--- config.mk ---
export PLATFORM = sky130hd
export DESIGN_NAME = sda_frame_tx
export DESIGN_NICKNAME = d
export VERILOG_FILES = /design/src/rtl/sda_frame_tx.sv
export SDC_FILE = /design/constraint.sdc
export NUM_CORES = 1
export LEC_CHECK = 0
export BUFFER_PORTS_ARGS = -buffer_cell sky130_fd_sc_hd__buf_2
export CAP_MARGIN = 20
export CELL_PAD_IN_SITES_DETAIL_PLACEMENT = 1
export CELL_PAD_IN_SITES_GLOBAL_PLACEMENT = 2
export CORE_ASPECT_RATIO = 0.8
export CORE_MARGIN = 1
export CORE_UTILIZATION = 35
export DETAILED_ROUTE_END_ITERATION = 8
export GPL_ROUTABILITY_DRIVEN = 1
export HOLD_SLACK_MARGIN = 0.1
export PLACE_DENSITY_LB_ADDON = 0.1
export SYNTH_ARGS = -nofsm -noshare
export SYNTH_HDL_FRONTEND = slang
export SYNTH_SLANG_ARGS = --single-unit
--- constraint.sdc ---
create_clock -name clk -period 2.2 [get_ports clk]
set_input_delay 0.22 -clock clk [delete_from_list [all_inputs] [get_ports clk]]
set_output_delay 0.22 -clock clk [all_outputs]
set_load 0.005 [all_outputs]
--- src/rtl/sda_frame_tx.sv ---
// Nibble transmitter for the scl/sda link: start, 4 data bits MSB first, stop, then a gap.
// Each non-idle state lasts PHASE_CYC clks; scl/sda are registered push-pull outputs.
module sda_frame_tx #(
    parameter int unsigned PHASE_CYC = 4
) (
    input  logic       clk,
    input  logic       rst_n,
    input  logic [3:0] data,
    input  logic       data_valid,
    output logic       ready,
    output logic       busy,
    output logic       done,
    output logic       scl,
    output logic       sda
);

    localparam int unsigned CW = (PHASE_CYC > 1) ? $clog2(PHASE_CYC) : 1;
    localparam logic [CW-1:0] LastPhase = CW'(PHASE_CYC - 1);

    typedef enum logic [3:0] {
        StIdle,
        StStart,
        StBFall,
        StBSet,
        StBHigh,
        StSFall,
        StSSet,
        StSHigh,
        StGap
    } state_t;

    state_t        state;
    logic [CW-1:0] phase_cnt;
    logic [3:0]    shreg;
    logic [1:0]    bitcnt;
    logic          phase_end;

    assign phase_end = (phase_cnt == LastPhase);

    // Outputs are set on the edge that enters each state, so scl and sda never move together.
    always_ff @(posedge clk or negedge rst_n) begin
        if (!rst_n) begin
            state     <= StIdle;
            phase_cnt <= '0;
            shreg     <= '0;
            bitcnt    <= '0;
            scl       <= 1'b1;
            sda       <= 1'b1;
            ready     <= 1'b1;
            busy      <= 1'b0;
            done      <= 1'b0;
        end else begin
            done <= 1'b0;
            if (state == StIdle) begin
                if (data_valid && ready) begin
                    shreg     <= data;
                    bitcnt    <= 2'd3;
                    phase_cnt <= '0;
                    state     <= StStart;
                    sda       <= 1'b0;
                    ready     <= 1'b0;
                    busy      <= 1'b1;
                end
            end else if (!phase_end) begin
                phase_cnt <= phase_cnt + 1'b1;
            end else begin
                phase_cnt <= '0;
                unique case (state)
                    StStart: begin
                        state <= StBFall;
                        scl   <= 1'b0;
                    end
                    StBFall: begin
                        state <= StBSet;
                        sda   <= shreg[bitcnt];
                    end
                    StBSet: begin
                        state <= StBHigh;
                        scl   <= 1'b1;
                    end
                    StBHigh: begin
                        scl <= 1'b0;
                        if (bitcnt == 2'd0) begin
                            state <= StSFall;
                        end else begin
                            bitcnt <= bitcnt - 2'd1;
                            state  <= StBFall;
                        end
                    end
                    StSFall: begin
                        state <= StSSet;
                        sda   <= 1'b0;
                    end
                    StSSet: begin
                        state <= StSHigh;
                        scl   <= 1'b1;
                    end
                    StSHigh: begin
                        state <= StGap;
                        sda   <= 1'b1;
                        done  <= 1'b1;
                    end
                    StGap: begin
                        state <= StIdle;
                        ready <= 1'b1;
                        busy  <= 1'b0;
                    end
                    default: state <= StIdle;
                endcase
            end
        end
    end

endmodule

==> results.ini <==
[sta]
rsz0062_at_grt = false
fin_ws_ps = 374
fin_crit_sh_pct = 83.0
fmax_mhz = 548
final-setup-viol-count = 0
fin_skew_ps = 8.43
min_period_ps = 1830
slew_violations = 0
max_slew_margin_pct = 53.7
finalHoldViolations = 0
worstMarginPinSlew_ps = 688
fin_tns_setup_ps = 0

[placement]
io_buffer_count = 11
post-place-ws_ps = 371
dp_hpwl_um = 1360
place.gp.congestion = 0.730

[finish]
register_area_um2 = 429
nNetsFinal = 109
drive_gt1_share_pct = 30.3
syn_to_final_growth_pct = 15.1
multi_input_area_um2 = 430
antennaDiodeCount = 0
n_fill_cell = 271

[routing]
drc = 0
routed_via_density = 5.12
wirelength_um = 1890
drtPass1Iterations = 4
drtIter0Drc = 16
drtAntennaViolNets = 0
post_drt_wl_per_cell_um = 14.2
dr_total_vias = 681

[global_route]
grt_pass1_wl_um = 3170
grt.total_usage_pct = 16.3
grt_pass1_vias = 692
globalRoute.totalOverflow = 0
antenna_found_initial = 0
grt_max_degree = 18

[synthesis]
synth_seq_cells = 17
synth_nets = 94
syn_area_um2 = 892
synth_warnings = 0
synth_top_cell_area_share_pct = 39.3
seq_area_frac_synth_pct = 48.1
synth.most_common_cell = dfrtp_1
ys_top_cells_by_count = 14 x dfrtp_1, 11 x nand2_1, 6 x mux2_2, 6 x nor2_1, 5 x a21oi_1
synthTopCellsByArea = dfrtp_1 39%, dfstp_2 8.8%, mux2_2 7.6%
synth_edf_count = 0
yosys.area.top_type = dfrtp_1
ys_types = 32
synthArstFlopShare_pct = 100
synthFlopType = dfrtp_1
synth.avg_cell_area_um2 = 10.5
synthCells = 85

[worst_setup_path]
reg2reg_slack_ps = 370
crit_required_ps = 2380
path_max_fanout = 3
crit_chain = inv_1, ha_1, nor2b_1, a2bb2oi_1, nor4_1, mux2_2
end_kind = flop
cp-start-kind = flop
arrival_ps = 2000
critPathKind = reg2reg
slowest_stage = dfrtp_1
max_stage_delay_ps = 380

[min_path]
hold_path_class = in2reg

[clock_network]
cts_resized = 0
clk_latency_ps = 290
numCtsBuffers = 3
clock_sinks = 17
h-tree-depth = 1
cts_tree = yes
clk_pin_slew_ps = 100
clock_path_buffers = 2
clock-root-buffer = clkbuf_4

[power_and_ir_drop]
p_leak_nw = 0.475
peakVddDrop_uv = 412
p_per_area_nw_per_um2 = 1030

[floorplanning]
rows = 15
io_pins = 12
die_area_um2 = 2760
start_util_pct = 39.3
coreArea_um2 = 2270
die-width_um = 58.4
die_y_um = 47.2

[flow_run]
cap_violations = 0

[outcome]
status = completed

## metal layers
metal / share of wire, % / global-route usage [%] / vias up
li1: - / - / 334
met1: 52 / 21.2 / 334
met2: 44 / 26.4 / 11
met3: 3.2 / 5.79 / 2
met4: 0.74 / 4.29 / 0
met5: 0 / 0 / -
## registers in the layout, indices dropped and copies added, names as in the netlist
register   cells
bitcnt         2
scl            1
sda            1
shreg          4
busy           1
ready          1
done           1
state          4
phase_cnt      2
## where the power goes
group / switching, mW / total [mW] / internal [mW]
sequential: 0.0711 / 0.462 / 0.391
clock: 0.0979 / 0.168 / 0.0705
combinational: 0.235 / 0.424 / 0.189
## critical path, delay by kind of cell (launching register included)
| family | cells | cell delay (ps) |
|---|---|---|
| AO/OA/AOI/OAI | 1 | 100 |
| adder cells (fa/ha/maj) | 1 | 220 |
| buffers and inverters | 1 | 80 |
| flip-flops | 1 | 380 |
| multiplexers | 1 | 380 |
| AND/OR/NAND/NOR | 2 | 560 |
## through the flow
| step | power [mW] | hold WS [ps] | instances | instance area (um^2) | util [%] |
|---|---|---|---|---|---|
| finish | 1.05 | 148 | 133 | 1030 | 45.2 |
| global route | 1.13 | 139 | 133 | 1030 | 45.2 |
| CTS | 1.07 | 138 | 133 | 1030 | 45.2 |
| detailed placement | 0.895 | 171 | 128 | 991 | 43.6 |
| global placement | 0.890 | 165 | 128 | 991 | 43.6 |
| floorplan | 0.778 | -75.6 | 85 | 892 | - |
## final timing paths
| check | cells past startpoint | end | from |
|---|---|---|---|
| max in group asynchronous | 2 | scl | rst_n |
| worst min register to register | 1 | phase_cnt[0] | phase_cnt[0] |
| min in group asynchronous | 2 | shreg[3] | rst_n |
| worst max-delay path | 6 | bitcnt[1] | bitcnt[0] |
| worst min-delay path | 2 | shreg[1] | data[1] |
| worst max register to register | 6 | bitcnt[1] | bitcnt[0] |
## area by class of cell
cell class	count	share of cell area, %
repair buffers	15	8.53
flip-flops and latches	17	41.8
multi-input cells	60	41.9
clock buffers	4	2.56
inverters	3	1.10
well taps	34	4.14
## layout by cell type (no fill, tap or decap), types with 2 or more instances in the layout
cell and instances:
nand2_1 11, inv_1 3, nor2b_1 3, buf_2 11, nor2_1 6, a21oi_1 5
nand3_1 2, o31ai_1 2, mux2i_1 2, nor4_1 2, dfstp_2 3, dfrtp_1 14
o21ai_0 3, ha_1 2, clkbuf_4 3, buf_4 3, mux2_2 6
## repair_timing
action                                 CTS  global route
buffers inserted                         0             0
endpoints found under the hold margin   14             0
hold buffers                             1             0
## cells by family after synthesis
family                     count (synthesis)  share of synthesized area (%)
AOI/OAI and AO/OA                         17                           13.0
muxes                                      9                           12.3
and+or+nand+nor                           31                           19.1
adders and majority gates                  2                           2.80
xor gates and xnor gates                   1                          0.982
buffers and inverters                      8                           3.65
DFF                                       17                           48.1
Note: power is estimated with default switching activity, not from simulation.
